===== src/rtl/pipe_ctrl_pkg.sv =====
// rtl/pipe_ctrl_pkg.sv - shared state encoding and control-vector constants for the hazard sequencer
package pipe_ctrl_pkg;

    typedef enum logic [1:0] {
        RUN        = 2'd0,
        LOAD_STALL = 2'd1,
        MEM_WAIT   = 2'd2,
        ILLEGAL    = 2'd3
    } state_t;

    localparam logic [4:0] REG_ZERO = 5'd0;

    // One bit per pipeline-register control line driven by the sequencer
    typedef struct packed {
        logic pc_write;
        logic ifid_write;
        logic ifid_flush;
        logic idex_write;
        logic idex_bubble;
        logic exmem_write;
    } ctrl_t;

    // Free-running pipeline: everything advances, nothing squashed
    localparam ctrl_t CTRL_DEFAULT = '{
        pc_write: 1'b1, ifid_write: 1'b1, ifid_flush: 1'b0,
        idex_write: 1'b1, idex_bubble: 1'b0, exmem_write: 1'b1
    };

    // Whole pipeline frozen while data memory is busy
    localparam ctrl_t CTRL_HOLD = '{
        pc_write: 1'b0, ifid_write: 1'b0, ifid_flush: 1'b0,
        idex_write: 1'b0, idex_bubble: 1'b0, exmem_write: 1'b0
    };

    // Drive NOPs through the front of the pipe while reset is held
    localparam ctrl_t CTRL_RESET = '{
        pc_write: 1'b0, ifid_write: 1'b0, ifid_flush: 1'b1,
        idex_write: 1'b1, idex_bubble: 1'b1, exmem_write: 1'b1
    };

endpackage


===== src/rtl/hazard_perf_cnt.sv =====
// rtl/hazard_perf_cnt.sv - saturating enable-driven event counter
module hazard_perf_cnt #(
    parameter int W = 32
) (
    input  logic         clk,
    input  logic         reset,
    input  logic         en,
    output logic [W-1:0] count
);

    // Count enabled cycles, sticking at all-ones instead of wrapping
    always_ff @(posedge clk) begin
        if (reset) begin
            count <= '0;
        end else if (en && (count != {W{1'b1}})) begin
            count <= count + W'(1);
        end
    end

endmodule


===== src/rtl/pipe_hazard_ctrl.sv =====
// rtl/pipe_hazard_ctrl.sv - load-use / branch / memory-wait sequencer for the 5-stage pipeline registers
module pipe_hazard_ctrl
    import pipe_ctrl_pkg::*;
#(
    parameter int LOAD_STALL_CYCLES = 1,
    parameter int MEM_TIMEOUT       = 64,
    parameter int CNT_W             = 32
) (
    input  logic             clk,
    input  logic             reset,
    input  logic [4:0]       id_rs,
    input  logic [4:0]       id_rt,
    input  logic             id_uses_rt,
    input  logic             ex_mem_read,
    input  logic [4:0]       ex_rt,
    input  logic             jump_id,
    input  logic             branch_taken_ex,
    input  logic             mem_req,
    input  logic             mem_ready,
    output logic             pc_write,
    output logic             ifid_write,
    output logic             ifid_flush,
    output logic             idex_write,
    output logic             idex_bubble,
    output logic             exmem_write,
    output logic [1:0]       state_o,
    output logic [CNT_W-1:0] stall_cycles,
    output logic [CNT_W-1:0] flush_count,
    output logic             mem_timeout_err
);

    localparam int TMR_W = $clog2(MEM_TIMEOUT + 1);
    localparam int REM_W = 3;
    localparam logic [TMR_W-1:0] TMR_MAX  = TMR_W'(MEM_TIMEOUT);
    localparam logic [REM_W-1:0] REM_INIT = REM_W'(LOAD_STALL_CYCLES - 1);

    state_t             state, state_nxt;
    logic [REM_W-1:0]   remaining, remaining_nxt;
    logic [TMR_W-1:0]   timer, timer_nxt;
    ctrl_t              ctrl;
    logic               lu;
    logic               mem_busy;

    // Hazard qualifiers: $zero never creates a dependency
    assign lu = ex_mem_read && (ex_rt != REG_ZERO) &&
                ((ex_rt == id_rs) || (id_uses_rt && (ex_rt == id_rt)));
    assign mem_busy = mem_req && !mem_ready;

    // Mealy control outputs and next-state selection
    always_comb begin
        ctrl          = CTRL_DEFAULT;
        state_nxt     = state;
        remaining_nxt = remaining;
        timer_nxt     = timer;
        case (state)
            RUN: begin
                if (mem_busy) begin
                    ctrl      = CTRL_HOLD;
                    state_nxt = MEM_WAIT;
                    timer_nxt = TMR_W'(1);
                end else if (branch_taken_ex) begin
                    // Taken branch squashes both younger instructions; lu/jump belong to them
                    ctrl.ifid_flush  = 1'b1;
                    ctrl.idex_bubble = 1'b1;
                end else if (lu) begin
                    // Stall wins over a jump in ID; the jump flushes once the stall clears
                    ctrl.pc_write    = 1'b0;
                    ctrl.ifid_write  = 1'b0;
                    ctrl.idex_bubble = 1'b1;
                    if (LOAD_STALL_CYCLES > 1) begin
                        state_nxt     = LOAD_STALL;
                        remaining_nxt = REM_INIT;
                    end
                end else if (jump_id) begin
                    ctrl.ifid_flush = 1'b1;
                end
            end
            LOAD_STALL: begin
                if (mem_busy) begin
                    ctrl      = CTRL_HOLD;
                    state_nxt = MEM_WAIT;
                    timer_nxt = TMR_W'(1);
                end else if (branch_taken_ex) begin
                    ctrl.ifid_flush  = 1'b1;
                    ctrl.idex_bubble = 1'b1;
                    state_nxt        = RUN;
                end else begin
                    ctrl.pc_write    = 1'b0;
                    ctrl.ifid_write  = 1'b0;
                    ctrl.idex_bubble = 1'b1;
                    remaining_nxt    = remaining - REM_W'(1);
                    if (remaining == REM_W'(1)) begin
                        state_nxt = RUN;
                    end
                end
            end
            MEM_WAIT: begin
                // EX is frozen here, so branch/lu get re-evaluated back in RUN
                if (mem_ready) begin
                    state_nxt = RUN;
                end else begin
                    ctrl = CTRL_HOLD;
                    if (timer != TMR_MAX) begin
                        timer_nxt = timer + TMR_W'(1);
                    end
                end
            end
            default: begin
                state_nxt = RUN;
            end
        endcase
        if (reset) begin
            ctrl = CTRL_RESET;
        end
    end

    // FSM, stall/timeout bookkeeping and sticky error flag
    always_ff @(posedge clk) begin
        if (reset) begin
            state           <= RUN;
            remaining       <= '0;
            timer           <= '0;
            mem_timeout_err <= 1'b0;
        end else begin
            state     <= state_nxt;
            remaining <= remaining_nxt;
            timer     <= timer_nxt;
            if ((state_nxt == MEM_WAIT) && (timer_nxt >= TMR_MAX)) begin
                mem_timeout_err <= 1'b1;
            end
        end
    end

    hazard_perf_cnt #(.W(CNT_W)) u_stall_cnt (
        .clk   (clk),
        .reset (reset),
        .en    (!ctrl.pc_write),
        .count (stall_cycles)
    );

    hazard_perf_cnt #(.W(CNT_W)) u_flush_cnt (
        .clk   (clk),
        .reset (reset),
        .en    (ctrl.ifid_flush),
        .count (flush_count)
    );

    assign pc_write    = ctrl.pc_write;
    assign ifid_write  = ctrl.ifid_write;
    assign ifid_flush  = ctrl.ifid_flush;
    assign idex_write  = ctrl.idex_write;
    assign idex_bubble = ctrl.idex_bubble;
    assign exmem_write = ctrl.exmem_write;
    assign state_o     = state;

endmodule


===== config.mk =====
export PLATFORM = sky130hd
export DESIGN_NAME = pipe_hazard_ctrl
export DESIGN_NICKNAME = d
export VERILOG_FILES = /design/src/rtl/pipe_ctrl_pkg.sv /design/src/rtl/hazard_perf_cnt.sv /design/src/rtl/pipe_hazard_ctrl.sv
export SDC_FILE = /design/constraint.sdc
export NUM_CORES = 1
export LEC_CHECK = 0
export CELL_PAD_IN_SITES_DETAIL_PLACEMENT = 1
export CELL_PAD_IN_SITES_GLOBAL_PLACEMENT = 2
export CORE_MARGIN = 8
export CORE_UTILIZATION = 27
export DETAILED_ROUTE_END_ITERATION = 10
export HOLD_SLACK_MARGIN = 0.12
export MAX_ROUTING_LAYER = met4
export PLACE_DENSITY = 0.77
export SYNTH_ARGS = -nofsm -noshare
export SYNTH_HDL_FRONTEND = slang
export SYNTH_SLANG_ARGS = --single-unit

===== constraint.sdc =====
create_clock -name clk -period 5.42 [get_ports clk]
set_input_delay 1.084 -clock clk [delete_from_list [all_inputs] [get_ports clk]]
set_output_delay 1.084 -clock clk [all_outputs]
set_load 0.01 [all_outputs]

After elaboration in Yosys (flattened, before gate mapping):

Cells that the tools add are included.

* reductions and logical operators: 14
* bitwise gates (word level): 2
* order comparisons: 1
* add/subtract/negate cells: 4
* equal/unequal tests: 9
* muxes and demuxes: 26

Operator list (number)
* adder 32 x 1 -> 32 bit (second input constant): 2
* inequality test 32 bit (second input constant): 2
* 2-to-1 mux 7 bit: 3
* case mux 6 bit (3 select lines): 1
* 2-to-1 mux 2 bit: 8
* case mux 7 bit (2 select lines): 1
* 2-to-1 mux 6 bit: 2
* == test 5 bit: 2
* 2-to-1 mux 1 bit: 8
* adder 7 x 1 -> 7 bit (second input constant): 1
* >= comparator 7 bit (second input constant): 1
* logical AND 1 bit: 7
* inequality test 7 bit (second input constant): 1
* 2-to-1 mux 3 bit: 2
* case mux 2 bit (3 select lines): 1
* nonzero test 5 bit: 1
* == test 2 bit (second input constant): 2
* == test 3 x 1 -> 1 bit (second input constant): 1
* AND reduction 3 bit: 1
* subtractor 3 x 1 -> 3 bit (second input constant): 1
* == test 2 x 1 -> 1 bit (second input constant): 1
* logical NOT 1 bit: 2
* logical NOT 2 bit: 1
* NOT 1 bit: 2
* other kinds (2): 2

* bits in registers: 77
* input bits: 23
* word-level logic and storage cells: 62

Longest topological paths before layout:

* depth in word-level cells: 11
* depth in mapped cells: 9

Modules after synthesis:

A second synthesis with hierarchy kept.

* cells, all modules: 510
* area total of the unflattened synthesis: 4296.6 µm²

By module, submodules not included
* hazard_perf_cnt: sequential area each 640.6 µm², area each 1674.1 µm², times used 2, cells an instance 199
* pipe_hazard_ctrl: sequential area each 260.2 µm², area each 948.4 µm², times used 1, cells an instance 112

Worst setup path after synthesis:

OpenSTA, ideal clock, no wires.

* path type: input to output
* start point: in ex_rt[1]
* end point: out pc_write
* path buffers: 1
* data required time: 4.336 ns
* cell stages on the path: 5
* slack: 1.741 ns
* arrival time: 2.595 ns
* path through: or4_1 -> o21ai_2 -> nor2_1 -> a21oi_1 -> buf_4

* longest elaborated chain between the ends: 9
* elaborated cells between the ends (all ways): 12
* classes of those cells: 2 x eq/ne; 5 x mux; 5 x reduce/logical

RTL lines
* from (decl): RTL line pipe_hazard_ctrl.sv:15 `input logic [4:0] ex_rt,`
* == test 5 bit: RTL line pipe_hazard_ctrl.sv:46 `((ex_rt == id_rs) || (id_uses_rt && (ex_rt == id_rt)));`
* logical AND 1 bit: RTL line pipe_hazard_ctrl.sv:46
* logical OR 1 bit: RTL line pipe_hazard_ctrl.sv:46
* logical AND 1 bit *: RTL line pipe_hazard_ctrl.sv:45 `assign lu = ex_mem_read && (ex_rt != REG_ZERO) &&`
* 2-to-1 mux 2 bit *: RTL line pipe_hazard_ctrl.sv:65 `end else if (lu) begin`
* 2-to-1 mux 2 bit *: RTL line pipe_hazard_ctrl.sv:61 `end else if (branch_taken_ex) begin`
* 2-to-1 mux 3 bit *: RTL line pipe_hazard_ctrl.sv:57 `if (mem_busy) begin`
* case mux 6 bit (3 select lines) *: RTL line pipe_hazard_ctrl.sv:55 `case (state)`
* 2-to-1 mux 6 bit *: RTL line pipe_hazard_ctrl.sv:112 `if (reset) begin`
* to (decl): RTL line pipe_hazard_ctrl.sv:20 `output logic pc_write,`

Mark *: on every way between the ends. The rest lies on a longest branch, timed or not.

Worst setup path in the final report:

* start point: in ex_rt[1]
* end point: out ifid_write

* longest elaborated chain between the ends: 9
* elaborated cells between the ends (all ways): 12
* classes of those cells: 2 x eq/ne; 5 x mux; 5 x reduce/logical

RTL lines
* == test 5 bit: RTL line pipe_hazard_ctrl.sv:46
* logical AND 1 bit: RTL line pipe_hazard_ctrl.sv:46
* logical OR 1 bit: RTL line pipe_hazard_ctrl.sv:46
* logical AND 1 bit *: RTL line pipe_hazard_ctrl.sv:45
* 2-to-1 mux 2 bit *: RTL line pipe_hazard_ctrl.sv:65
* 2-to-1 mux 2 bit *: RTL line pipe_hazard_ctrl.sv:61
* 2-to-1 mux 3 bit *: RTL line pipe_hazard_ctrl.sv:57
* case mux 6 bit (3 select lines) *: RTL line pipe_hazard_ctrl.sv:55
* 2-to-1 mux 6 bit *: RTL line pipe_hazard_ctrl.sv:112
* to (decl): RTL line pipe_hazard_ctrl.sv:21 `output logic ifid_write,`

Marks and branches as above.

==> impl_metrics.ini <==
[final_layout]
layout_commonest_cell = clkdlybuf4s50_1
nFillCells = 1971
antenna_cells = 0
drive_gt1_share_pct = 8.45
stdcell_area_um2 = 5900
post-route-util_pct = 35.8
multiInputGateArea_um2 = 2710
layout_common_cells = clkdlybuf4s50_1 (94), dfxtp_1 (77), a21oi_1 (51), nor2_1 (43)
nets = 675
instances_no_fill = 871
regArea_um2 = 1540
area_growth_pct = 31.0

[cts]
cts_setup_buffers = 0
cts_resized = 0
clock_sinks = 77
clkLatencyLatePin_ns = 0.34
cts_tree = done
htreeDepth = 3
cts_buffers = 9
clockBufferDepth = 2
cts_hold_buf = 0
path_clk_slew_ns = 0.06
cts_root_buf = clkbuf_16

[grt]
grt-ovfl-total = 0
grt_pass1_vias = 4772
track_usage_pct = 14.5
antenna_found_initial = 0
grt_pass1_wl_mm = 25.0
grt_max_degree = 54

[synthesis]
synth_top_family_by_area = simple AND/OR/NAND/NOR gates
synth_compound_area_share_pct = 15.7
yosys.area.top_type_share_pct = 34.2
seq_area_frac_synth_pct = 34.2
synth.mux.area_fraction_pct = 4.22
ys.warnings.count = 0
synth_area_leader_cell = dfxtp_1
synth_xor_area_share_pct = 2.72
synth_area_um2 = 4500
ys_types = 61
syn_avg_cell_area_um2 = 7.97
synth_seq_cells = 77
synth_fp_nets = 594
synth_cells = 565
synthArstFlopShare_pct = 0
synth_edf_count = 0
synth_fa_ha_area_share_pct = 1.67
synth_area_leaders = dfxtp_1 (34%), a21oi_1 (5.7%), o21ai_0 (4.4%)
synthFlopType = dfxtp_1
synth_simple_gate_area_share_pct = 36.0

[power_and_ir_drop]
leakage_nw = 1.86
peakVddDrop_mv = 0.169
power_density_nw_per_um2 = 232
power_mw = 1.37

[hold_path]
hold_path_class = reg2reg
min-delay-start = u_flush_cnt.count[31]$_SDFFE_PP0P_
min_to = u_flush_cnt.count[31]$_SDFFE_PP0P_
whs_path_depth = 2

[route]
wl_per_cell_um = 17.1
vias = 4517
drc_errors = 0
first_pass_iters = 4
wl_mm = 14.9
ant_nets = 0
vias_per_cell = 5.19
drt_iter0_drc = 181

[status]
status = completed

[worst_setup_path]
cp_top_family = buffers and inverters
r2r-end = u_stall_cnt.count[22]$_SDFFE_PP0P_
worst-path-buf-inv = 3
critical-path-max-stage-delay_ns = 0.57
cp.arrival_ns = 3.40
path_cells = clkdlybuf4s50_1 -> or4_1 -> o21ai_2 -> nor2_1 -> a21oi_1 -> buf_4 -> clkdlybuf4s50_1
crit_slowest_cell = or4_1
r2r_cells = 6
critPathMostFrequentCell = clkdlybuf4s50_1
criticalPathCategory = in2out
cp_data_required_time_ns = 4.34
crit_path_end_kind = output port
rrSetupSlack_ns = 2.77
start_kind = input pin
worstReg2RegStart = state_o[1]$_SDFF_PP0_
cp_max_fo = 10

[placed_design]
gp_congestion = 0.790
place_area_um2 = 5570
dp_cells = 855
dp_slack_ns = 0.923
dpl.hpwl_mm = 11.0
io_buffers = 95

[floorplanning]
rows = 47
coreArea_um2 = 16500
fp.dieH_um = 145
dieArea_um2 = 21100
die_w_um = 145
ioPinCount = 96
start_util_pct = 27.3

[timing]
fin_tns_setup_ns = 0
finalCritPeriodShare_pct = 82.7
slew_headroom_pct = 32.5
worst_pin_slew_ns = 1.01
rsz0062_at_grt = no
slew_viol_final = 0
max_freq_mhz = 223
fin_skew_ns = 0.00804
setup_viol = 0
min_period_ns = 4.48
hold_viol = 0
setup_ws_ns = 0.936
holdWs_ns = 0.498

[job]
max-cap-violations = 0
per-layer routing:
layer	up-vias	wire [µm]	GRT usage, %
li1	2255	-	-
met5	-	0	-
met4	0	74	3.33
met3	4	319	2.55
met2	54	7610	25.6
met1	2204	6920	16.8
tightest hold or removal path, stage by stage, from the launching register on:
cell	delay, ns
dfxtp_1	0.33
o31ai_1	0.07
a21oi_1	0.05
state kept, by name, summed over array words and instances (netlist names), named ones only:
| register | flops |
|---|---|
| timer | 4 |
| state_o | 2 |
| u_flush_cnt.count | 32 |
| remaining | 3 |
| u_stall_cnt.count | 32 |
| mem_timeout_err | 1 |
logic make-up after synthesis:
group                    count (synthesis)
multiplexers                            17
XOR/XNOR                                14
AO/OA/AOI/OAI                          122
buffers and inverters                   47
flip-flops                              77
adder cells (fa/ha/maj)                  6
AND/OR/NAND/NOR                        282
synth_stat cells (4+ instances only):
| master | n |
|---|---|
| or3_1 | 32 |
| clkbuf_1 | 16 |
| nor2b_1 | 20 |
| ha_1 | 6 |
| inv_1 | 18 |
| o21ai_0 | 40 |
| and3_1 | 12 |
| or4_1 | 19 |
| nand2_1 | 40 |
| nor3_1 | 15 |
| dfxtp_1 | 77 |
| nor2_1 | 43 |
| nor3b_1 | 7 |
| nand4_1 | 23 |
| a21oi_1 | 51 |
| nand3_1 | 27 |
| and4_1 | 4 |
| clkbuf_8 | 4 |
| xnor2_1 | 11 |
| o31ai_1 | 13 |
| and2_1 | 5 |
| mux2_2 | 16 |
| nor4_1 | 13 |
power breakdown:
group | switching [mW] | leakage [nW] | internal [mW]
Combinational | 0.0643 | 1.08 | 0.0500
Clock | 0.257 | 0.160 | 0.418
Sequential | 0.00783 | 0.621 | 0.571
worst max path at each step:
stage | from | end | slack, ns | cells after the start
after global placement | ex_rt[1] | ifid_flush | 0.96 | 7
final | ex_rt[1] | ifid_write | 0.94 | 7
after global routing | ex_rt[1] | ifid_write | 0.83 | 7
after detailed placement | ex_rt[1] | pc_write | 0.92 | 7
after CTS | ex_rt[1] | pc_write | 0.91 | 7
after floorplan | ex_rt[1] | pc_write | 1.74 | 5
layout make-up:
cell class / count / share of cell area, %
clock inverters: 5 / 1.40
inverters: 18 / 1.15
repair buffers: 99 / 16.5
multi-input cells: 441 / 46.0
clock buffers: 11 / 4.11
well taps: 220 / 4.67
flip-flops and latches: 77 / 26.1
No activity file was read; power rests on OpenSTA's default activity.
